### config.mk
export PLATFORM = sky130hd
export DESIGN_NAME = apb_gpio_slave
export DESIGN_NICKNAME = d
export VERILOG_FILES = /design/src/rtl/apb_gpio_slave.sv
export SDC_FILE = /design/constraint.sdc
export NUM_CORES = 1
export LEC_CHECK = 0
export BUFFER_PORTS_ARGS = -buffer_cell sky130_fd_sc_hd__buf_2
export CAP_MARGIN = 20
export CORE_MARGIN = 2
export CORE_UTILIZATION = 55
export CTS_BUF_LIST = sky130_fd_sc_hd__clkbuf_16
export CTS_CLUSTER_SIZE = 28
export DETAILED_ROUTE_END_ITERATION = 8
export GPL_TIMING_DRIVEN = 1
export MAX_ROUTING_LAYER = met4
export PLACE_DENSITY = 0.78
export SLEW_MARGIN = 10
export SYNTH_ARGS = -nofsm -noshare
export SYNTH_HDL_FRONTEND = slang
export SYNTH_SLANG_ARGS = --single-unit
### constraint.sdc
create_clock -name PCLK -period 8.4 [get_ports PCLK]
set_input_delay 1.68 -clock PCLK [delete_from_list [all_inputs] [get_ports PCLK]]
set_output_delay 1.68 -clock PCLK [all_outputs]
set_load 0.005 [all_outputs]
### src/rtl/apb_gpio_slave.sv
// APB completer for a 4-word GPIO register bank (CTRL, DATA, MASK, STATUS); PREADY after WAIT_STATES+1 ACCESS cycles.
// Byte-strobed writes. PSLVERR flags misaligned accesses and writes to the read-only STATUS word.
module apb_gpio_slave #(
  parameter int DATA_WIDTH    = 32,
  parameter int ADDRESS_WIDTH = 4,
  parameter int STRB_WIDTH    = 4,
  parameter int WAIT_STATES   = 0
) (
  input  logic                     PCLK,
  input  logic                     PRESET,
  input  logic                     PSEL,
  input  logic                     PENABLE,
  input  logic                     PWRITE,
  input  logic [ADDRESS_WIDTH-1:0] PADDR,
  input  logic [DATA_WIDTH-1:0]    PWDATA,
  input  logic [STRB_WIDTH-1:0]    PSTRB,
  output logic [DATA_WIDTH-1:0]    PRDATA,
  output logic                     PREADY,
  output logic                     PSLVERR,
  input  logic [DATA_WIDTH-1:0]    GPIO_IN,
  output logic [DATA_WIDTH-1:0]    GPIO_OUT
);

  localparam int CW = 4;

  typedef enum logic {IDLE, ACCESS} state_t;

  state_t                  state_q, state_d;
  logic [CW-1:0]           cnt_q, cnt_d;
  logic [1:0]              idx_q, idx_d;
  logic                    write_q, write_d;
  logic                    err_q, err_d;
  logic [DATA_WIDTH-1:0]   wdata_q, wdata_d;
  logic [STRB_WIDTH-1:0]   strb_q, strb_d;
  logic [DATA_WIDTH-1:0]   prdata_q, prdata_d;
  logic [DATA_WIDTH-1:0]   ctrl_q, ctrl_d;
  logic [DATA_WIDTH-1:0]   data_q, data_d;
  logic [DATA_WIDTH-1:0]   mask_q, mask_d;
  logic [DATA_WIDTH-1:0]   gpio_out_q, gpio_out_d;

  logic                    setup;
  logic                    setup_err;
  logic                    ready;
  logic [DATA_WIDTH-1:0]   rd_mux;
  logic [DATA_WIDTH-1:0]   wr_target;
  logic [DATA_WIDTH-1:0]   wr_merged;

  assign setup     = PSEL & ~PENABLE;
  assign setup_err = (PADDR[1:0] != 2'b00) | (PWRITE & (PADDR[3:2] == 2'd3));
  assign ready     = (state_q == ACCESS) && (cnt_q == '0);

  always_comb begin
    rd_mux = '0;
    case (PADDR[3:2])
      2'd0:    rd_mux = ctrl_q;
      2'd1:    rd_mux = data_q;
      2'd2:    rd_mux = mask_q;
      default: rd_mux = GPIO_IN;
    endcase
  end

  // Merge the latched write data into the addressed register, lane by lane.
  always_comb begin
    wr_target = '0;
    case (idx_q)
      2'd0:    wr_target = ctrl_q;
      2'd1:    wr_target = data_q;
      2'd2:    wr_target = mask_q;
      default: wr_target = '0;
    endcase
    wr_merged = wr_target;
    for (int i = 0; i < STRB_WIDTH; i++) begin
      if (strb_q[i]) begin
        wr_merged[8*i +: 8] = wdata_q[8*i +: 8];
      end
    end
  end

  always_comb begin
    state_d    = state_q;
    cnt_d      = cnt_q;
    idx_d      = idx_q;
    write_d    = write_q;
    err_d      = err_q;
    wdata_d    = wdata_q;
    strb_d     = strb_q;
    prdata_d   = prdata_q;
    ctrl_d     = ctrl_q;
    data_d     = data_q;
    mask_d     = mask_q;
    gpio_out_d = data_q & mask_q;

    case (state_q)
      IDLE: begin
        if (setup) begin
          state_d = ACCESS;
          cnt_d   = CW'(WAIT_STATES);
          idx_d   = PADDR[3:2];
          write_d = PWRITE;
          err_d   = setup_err;
          wdata_d = PWDATA;
          strb_d  = PSTRB;
          if (!PWRITE) begin
            prdata_d = setup_err ? '0 : rd_mux;
          end
        end
      end
      ACCESS: begin
        if (!PSEL) begin
          state_d = IDLE;
        end else if (cnt_q != '0) begin
          cnt_d = cnt_q - 1'b1;
        end else if (PENABLE) begin
          state_d = IDLE;
          if (write_q && !err_q) begin
            case (idx_q)
              2'd0:    ctrl_d = wr_merged;
              2'd1:    data_d = wr_merged;
              2'd2:    mask_d = wr_merged;
              default: ;
            endcase
          end
        end
      end
      default: state_d = IDLE;
    endcase
  end

  always_ff @(posedge PCLK or posedge PRESET) begin
    if (PRESET) begin
      state_q    <= IDLE;
      cnt_q      <= '0;
      idx_q      <= '0;
      write_q    <= 1'b0;
      err_q      <= 1'b0;
      wdata_q    <= '0;
      strb_q     <= '0;
      prdata_q   <= '0;
      ctrl_q     <= '0;
      data_q     <= '0;
      mask_q     <= '1;
      gpio_out_q <= '0;
    end else begin
      state_q    <= state_d;
      cnt_q      <= cnt_d;
      idx_q      <= idx_d;
      write_q    <= write_d;
      err_q      <= err_d;
      wdata_q    <= wdata_d;
      strb_q     <= strb_d;
      prdata_q   <= prdata_d;
      ctrl_q     <= ctrl_d;
      data_q     <= data_d;
      mask_q     <= mask_d;
      gpio_out_q <= gpio_out_d;
    end
  end

  assign PRDATA   = prdata_q;
  assign PREADY   = ready;
  assign PSLVERR  = ready & err_q;
  assign GPIO_OUT = gpio_out_q;

endmodule

==> impl.org, run 1 <==
** Drt
- Total routed wirelength :: 21.8 mm
- DRT Pass-1 Iters :: 5
- Via count normalized by instance count :: 5.90
- Once detail routing completed, the nets flagged for antenna violations numbered 0.
- Vias :: 6,634
- The detailed router finished its first iteration with 552 violations.
- Avg WL per Cell :: 19.3 um
- Final routed DRC violation total :: 0

** Clock network
- Post-CTS Setup Repair Bufs :: 0
- Post-cts sizing count :: 0
- Number of clock buffers inserted by TritonCTS :: 22
- Clock transition at path regs :: 60 ps
- CTS H-tree depth :: 1
- No sink is reached through more buffers than the 3 on the longest clock path.
- Count of hold buffers inserted by post-cts repair :: 0
- Clock latency reported for the late side of the worst-skew pair :: 500 ps
- CTS sink cnt :: 205
- CTS Root Cell :: clkbuf_16
- TritonCTS built the clock tree.

** Floorplanning
- Starting Density :: 56.6%
- The floorplan step set the die height to 132 um.
- The floorplan step defined a die boundary enclosing 17,500 um^2.
- For this design the top-level I/O count stands at 143.
- The core region is 16,000 um^2.
- Number of rows created at floorplan :: 46
- Die W :: 132 um

** Setup path
- Nature of the critical path startpoint :: input port
- CP cell instances :: buf_2, nor3b_4, buf_4, nand2b_2, nor3_4, buf_4, a22o_1
- By instance count, the cell type seen most on the critical path is buf_4.
- Largest driver fanout on the critical path :: 50
- For the worst setup path, the data arrival time is 4100 ps.
- Critical Path Max Stage Delay :: 630 ps
- Cell type of the slowest stage on the worst timing path :: nand2b_2
- STA classifies the critical path endpoint as a register.
- Category of the most critical setup path :: input port to register
- Delay-heaviest family, CP :: buffers and inverters
- Buf/Inv on CP :: 3
- For the worst setup path, the data required time is 8820 ps.

** STA
- Adding up every negative setup slack in the final design gives 0 ps.
- For the finished layout, the period the worst path requires is 3680 ps.
- Setup repair after global routing left no endpoint under its margin.
- For the final database, setup skew stands at 14.1 ps.
- Final worst setup slack :: 4720 ps
- Dividing the final minimum period by the clock period gives 43.8%.
- Final-report setup violation count :: 0
- Measured against its own limit, the worst slew margin works out to 36.6%.
- Timing would allow up to 0.272 GHz.
- Transition time of the tightest slew-check pin :: 952 ps
- Final Hold Viols :: 0
- Max-slew violation total from the final report :: 0

** Synth
- Post-synthesis net count :: 859
- Netlist area before placement :: 9050 um^2
- Cell types with the largest area share after synthesis :: dfrtp_1, dfstp_2, mux4_2
- The share of synthesized area in the top cell type comes to 47.8%.
- Counting flops and latches in the post-synthesis netlist gives 205.
- Mapped Cells :: 778
- dfrtp_1 takes more of the synthesized area than any other cell.
- For this run, the number of Yosys warnings is 0.
- In this run, distinct cell masters in the synthesized netlist total 35.
- Averaged over all synthesized cells, the footprint is 11.6 um^2.
- Portion of the post-synthesis area used by sequential elements :: 57.1%

** Placement
- Dpl cells :: 1,084
- Final GP Congestion :: 0.803
- Count of buffers from port buffering :: 142
- Placement-stage worst setup slack :: 4230 ps
- Detailed-placement wirelength estimate :: 12.8 mm

** GRT
- Number of global-route vias before repair :: 6,533
- The first global-routing pass estimated 35.3 mm of wire.
- After global routing the overflow that remains totals 0.
- Entering global routing, the biggest net connects 125 pins.
- Global routing used 26.0% of the available tracks.
- The number of antenna violations at the first check in global routing came to 0.

** Layout
- Number of nets in the finished design :: 974
- Final Util :: 65.9%
- Layout cells sized above 1 :: 30.9%
- The number of antenna diodes in the final layout is 0.
- Leaving out filler cells and counting taps, the final layout contains 1,125.
- Synthesis-to-finish area growth :: 16.6%

** Worst hold path
- In this run the worst hold path is classified as register to register.

** Run status
- The flow ran to the end, and the final reports show no timing, DRC or antenna violations.

** Job
- Max-capacitance violation count :: 0

** Power
- Power per standard cell area :: 231 nW/um^2
- For this design the static power due to leakage is 4.83 nW.
- After layout, the design draws a total of 2.43 mW.
- Worst-case vdd ir drop :: 0.158 mV
## cell usage after synthesis, drive strengths merged
| cell type | count |
|---|---|
| ha | 4 |
| nor3b | 3 |
| clkbuf | 44 |
| o22ai | 1 |
| a22o | 36 |
| nand4 | 1 |
| buf | 16 |
| and2 | 33 |
| and4bb | 1 |
| a22oi | 28 |
| mux4 | 32 |
| nor3 | 8 |
| a221o | 6 |
| a21oi | 2 |
| mux2 | 31 |
| inv | 13 |
| nor2b | 5 |
| nand2b | 27 |
| and3 | 1 |
| o21a | 1 |
| nand3 | 7 |
| nand2 | 136 |
| or3b | 1 |
| o21ai | 107 |
| and4b | 1 |
| dfrtp | 173 |
| a311oi | 1 |
| dfstp | 32 |
| o311ai | 26 |
| nor2 | 1 |
## area by class of cell
| cell class | count | area (um^2) |
|---|---|---|
| tap | 216 | 270 |
| multi-input combinational | 500 | 3610 |
| sequential | 205 | 5170 |
| inverter | 13 | 56.3 |
| timing repair buffer | 151 | 798 |
| clock buffer | 23 | 576 |
| fill | 1245 | 5450 |
| clock inverter | 17 | 72.6 |
## flip-flops by register name, indices dropped and copies added (netlist names)
| signal | count |
|---|---|
| GPIO_OUT | 32 |
| PRDATA | 32 |
| ctrl_q | 32 |
| data_q | 32 |
| mask_q | 32 |
| wdata_q | 32 |
| cnt_q | 4 |
| strb_q | 4 |
| idx_q | 2 |
| err_q | 1 |
| state_q | 1 |
| write_q | 1 |
## cells in the final DEF, fill, tap and decap left out, types with 2 or more instances in the layout
cell       instances
nor2b_1            5
nand3_2            3
buf_4              8
dfstp_2           32
ha_1               2
dfrtp_1          173
nand3_1            4
nand2_1          136
a21oi_1            2
inv_1             24
o21ai_1            4
nor3_1             7
and2_1            33
a22oi_1           28
o21ai_0          103
clkinv_1           3
nor3b_1            2
buf_2            142
clkbuf_16         23
a22o_1            36
ha_2               2
a221o_1            6
nand2b_1          26
mux2_2            31
o311ai_0          26
mux4_2            32
inv_8              2
## tightest hold or removal path: stages, from the launching register on
cell     delay (ps)
dfstp_2         380
nand2_1          50
o21ai_1          50
## cells by family (layout without fill, tap and decap cells)
family | Yosys count | count (layout) | synth area share (%)
simple gates | 225 | 225 | 11.9
compound gates | 208 | 208 | 15.3
flops | 205 | 205 | 57.1
buf+inv | 73 | 204 | 3.32
mux | 63 | 63 | 11.8
fa+ha+maj | 4 | 4 | 0.553
## path summary, 6_finish.rpt
kind,from,endpoint,slack [ps],cells after the start
worst max-delay path,PSEL,PRDATA[19],4720,7
worst min-delay path,mask_q[30],mask_q[30],480,2
worst max register to register,state_q,PRDATA[19],5490,6
worst min register to register,mask_q[30],mask_q[30],480,2
max in group asynchronous,PRESET,mask_q[18],5870,4
min in group asynchronous,PRESET,wdata_q[27],1340,2
## layer usage
metal | vias up | track usage, % | share of wire, %
met3 | 42 | 4.00 | 6.9
met5 | - | - | 0
li1 | 3033 | - | -
met1 | 3259 | 36.9 | 43
met2 | 300 | 39.8 | 48
met4 | 0 | 7.23 | 2.3
## metrics by stage
step | hold WS (ps) | area [um^2]
after detailed placement | 472 | 9880
after CTS | 482 | 10500
after floorplan | 456 | 9050
after global placement | 471 | 9880
final | 481 | 10600
after global routing | 496 | 10600
## where the power goes
group | switching [mW] | internal [mW]
logic | 0.207 | 0.164
registers | 0.0930 | 1.10
clock network | 0.379 | 0.493
total | 0.679 | 1.76
Note: power is estimated with default switching activity, not from simulation.
==> inputs of run 2 (changes only) <==
- ABC_AREA: unset -> 1
- PLACE_DENSITY: 0.78 -> 0.77
- clock period: 8.4 -> 3.6 ns (I/O delays scaled with it)
==> run 2 against run 1 <==
Non-clock buffer count grew 8. Worst setup slack got worse by 3500 ps. Clock skew decreased by 6.6 ps. Combinational power rose to 4.8 times the previous value. Register-to-register slack got worse by 3900 ps. Utilization down 2.3 points. Global-route usage grew 2.6 points. Flip-flop and latch count unchanged. Clock power increased by 130%. Synthesized cell count increased by 71%. Die area increased by 9.1%. Largest cell class unchanged. Highest routed layer unchanged.
==> impl.org, run 2 <==
** Clock network
- CTS Root Cell :: clkbuf_16
- CTS sink cnt :: 205 (unchanged)
- CTS H-tree depth :: 1 (unchanged)
- The post-cts hold buffer count is 0 (unchanged).
- Post-cts sizing count :: 0 (unchanged)
- The total CTS buffers was 22 (unchanged).
- The number of setup buffers added after CTS came to 0 (unchanged).
- The worst-skew pair later-pin latency came to 500 ps (about the same).
- TritonCTS built the clock tree.
- Deepest clock path buffer count :: 3 (unchanged)
- Clock transition at path regs :: 60 ps (about the same)

** Synth
- Post-synthesis cell type with the largest combined area :: dfrtp_1
- Area share of xor/xnor cells in the synthesized design :: 0% (unchanged)
- Fraction of the mapped netlist area in simple logic gates :: 38.9% (+27 points)
- Most instantiated library cell after synthesis :: nand2_1
- The share of the yosys chip area belonging to registers was 52.2% (-4.9 points).
- The fraction of the mapped netlist area in adder cells came to 0.506% (-0.047 points).
- By area the synthesized netlist is led by dfrtp_1, nand2_1, dfstp_2.
- Top post-synthesis cells by count :: nand2_1, dfrtp_1, nand3_1
- Number of flops mapped to enable cells by yosys :: 0 (unchanged)
- Synth unique cells :: 19 (-46%)
- The synthesized area per cell came to 7.46 um^2 (-36%).
- The number of instances in the synthesized netlist was 1,327 (+71%).
- The count of synthesis-stage warnings from yosys was 0 (unchanged).
- The synthesized-area fraction occupied by ao, oa, aoi and oai cells is 2.15% (-13 points).
- Count of state elements after synthesis :: 205 (unchanged)
- Dominant register cell in the synthesized netlist :: dfrtp_1
- Combinational family with the most area after synthesis :: simple AND/OR/NAND/NOR gates
- Proportion of synthesized area in mux cells :: 0% (-12 points)
- Post-synthesis net count :: 1,408 (+64%)
- The proportion of synthesized flip-flops having asynchronous set or reset was 100% (unchanged).
- Netlist area before placement :: 9900 um^2 (+9.4%)
- Area share of the largest cell type after synthesis :: 43.7% (-4.1 points)

** STA
- The relative max-transition margin was 33.0% (-3.5 points).
- Final Hold Viols :: 0 (unchanged)
- Final-report setup violation count :: 0 (unchanged)
- Total Neg Setup Slack :: 0 ps (unchanged)
- The count of final max-slew check failures is 0 (unchanged).
- Maximum clock frequency :: 0.422 GHz
- Transition time of the tightest slew-check pin :: 1000 ps (+50.8 ps)
- Unrepaired setup endpoints after global routing :: no
- Fin Clk Skew :: 7.48 ps (-6.59 ps)
- Period minus WS final :: 2370 ps
- Crit share post-route :: 65.8%

** Setup path
- The maximum fanout encountered on the critical timing path came to 5 (-90%).
- The critical path data arrival time came to 1650 ps (-2450 ps).
- The critical path is of the register to primary output type.
- Worst Path Required :: 2880 ps (-5940 ps)
- The worst setup path is launched from a register.
- Crit path capture type :: primary output

** Power
- The total net switching power came to 2.48 mW (+260%).
- The portion of total power attributed to the clock network was 28.8% (-7.0 points).
- Share of total power in combinational logic :: 25.2% (+9.9 points)
- The switching power as a share of total power was 35.1% (+7.2 points).
- Power per standard cell area :: 625 nW/um^2 (+170%)
- Seq pwr share :: 46.0% (-2.9 points)
- The leakage power summed over all cells was 6.49 nW (+34%).
- Worst-case vdd ir drop :: 0.373 mV (+140%)
- The internal power was 4.59 mW (+160%).

** Floorplanning
- I/O pin cnt :: 143 (unchanged)
- Die W :: 138 um (+4.4%)
- Area of the core :: 17,800 um^2 (+11%)
- Starting Density :: 55.7% (-0.90 points)
- The count of standard-cell rows is 49 (+6.5%).
- Chip Height :: 138 um (+4.4%)
- Area of the die :: 19,100 um^2 (+9.1%)

** Layout
- The final non-filler cell area was 11,300 um^2 (+7.2%).
- Layout cells sized above 1 :: 18.5% (-12 points)
- The library cell used most frequently in the layout, excluding fill and tap cells, is nand2_1.
- The final-stage net count came to 1,520 (+56%).
- The total inserted antenna cells was 0 (unchanged).
- From synthesis to final layout, the design area changed by 14.3%.
- The filler cell count in the final layout was 1,586 (+27%).
- Top library cells by usage in the layout, fill and taps aside :: nand2_1, dfrtp_1, buf_2

** GRT
- The global-route usage over all layers came to 28.6% (+2.6 points).
- Antenna violations before repair :: 0 (unchanged)
- The aggregate global routing overflow came to 0 (unchanged).
- Maximum number of pins on one net before global-route repair :: 71 (-43%)
- The number of global-route vias before repair was 8,572 (+31%).
- The global-route wire length before repair was 43.4 mm (+23%).

** Drt
- The final wirelength is 26.9 mm (+23%).
- Count of routing violations after the opening detailed-route iteration :: 819 (+48%)
- The via count normalized by instance count is 5.30 (-10%).
- Vias :: 8,919 (+34%)
- The remaining routing DRC violations was 0 (unchanged).
- DRT Pass-1 Iters :: 6 (+1)
- ANT nets after route :: 0 (unchanged)
- The routed wire length per instance is 16.0 um (-17%).

** Job
- Max-capacitance violation count :: 0 (unchanged)

** Run status
- The flow ran to the end, and the final reports show no timing, DRC or antenna violations.

** Placement
- Detailed-placement wirelength estimate :: 16.3 mm (+28%)
- The final estimated routing congestion in global placement is 0.815 (+1.4%).
- The count of buffers from port buffering came to 142 (unchanged).
- The placed instance area came to 10,700 um^2 (+7.8%).

** Worst hold path
- Min-Delay Path Class :: input port to asynchronous set/reset pin
-- run 2: cell count changes after synthesis, moves of 36 or more --
cell     before  now
nand2_1     136  734
nand3_1       7  100
nor2_1        1   72
o21ai_0     103   41
inv_1        13   50
a22o_1       36    0
-- run 2: critical path, stage by stage (launching register included) --
cell and delay (ps):
dfrtp_1 380, inv_1 100, ha_1 280, nand3_1 160, nor2_1 110, buf_2 120
-- run 2: path summary, 6_finish.rpt --
check | depth (start not counted) | slack (ps) | from | end
setup / recovery | 5 | 1230 | cnt_q[0] | PSLVERR
hold / removal | 2 | 190 | PRESET | err_q
setup reg to reg | 7 | 1580 | cnt_q[0] | data_q[19]
hold reg to reg | 2 | 470 | wdata_q[6] | wdata_q[6]
max in group asynchronous | 3 | 2680 | PRESET | mask_q[18]
min in group PCLK | 3 | 420 | PWDATA[11] | wdata_q[11]
-- run 2: layout make-up --
cell class	instances	area [um^2]	share of cell area, %
Inverter	52	199	1.76
Clock inverter	16	62.6	0.553
Multi-Input combinational cell	999	4130	36.5
Sequential cell	205	5170	45.7
Clock buffer	23	576	5.09
Timing Repair Buffer	159	896	7.92
Tap cell	229	287	2.53
-- run 2: logic make-up (layout without fill, tap and decap cells) --
logic type	after synthesis	count (layout)
compound gates	42	42
fa+ha+maj	4	4
buf+inv	123	250
flops	205	205
simple gates	953	953
-- run 2: power groups by stage --
stage	Clock (mW)	Combinational, mW	Sequential [mW]
2_1_floorplan	0	1.39	3.11
3_3_place_gp	0	1.70	3.25
3_5_place_dp	0	1.76	3.27
4_1_cts	2.07	1.77	3.24
5_1_grt	2.15	2.04	3.31
6_report	2.03	1.78	3.25
-- run 2: through the flow --
step	utilization, %	hold WS, ps	instances	power [mW]	setup slack [ps]
floorplan	-	442	1327	4.50	248
global placement	59.9	455	1643	4.95	826
detailed placement	59.9	460	1643	5.03	777
CTS	63.5	183	1682	7.08	1210
global route	63.6	199	1683	7.50	1140
finish	63.6	190	1683	7.07	1230
-- run 2: per-layer routing --
layer	up-vias	part of all wire (%)	global-route usage (%)
li1	4281	-	-
met2	398	48	46.0
met4	0	1.6	7.89
met5	-	0	-
met3	41	7.8	3.67
met1	4199	43	38.9
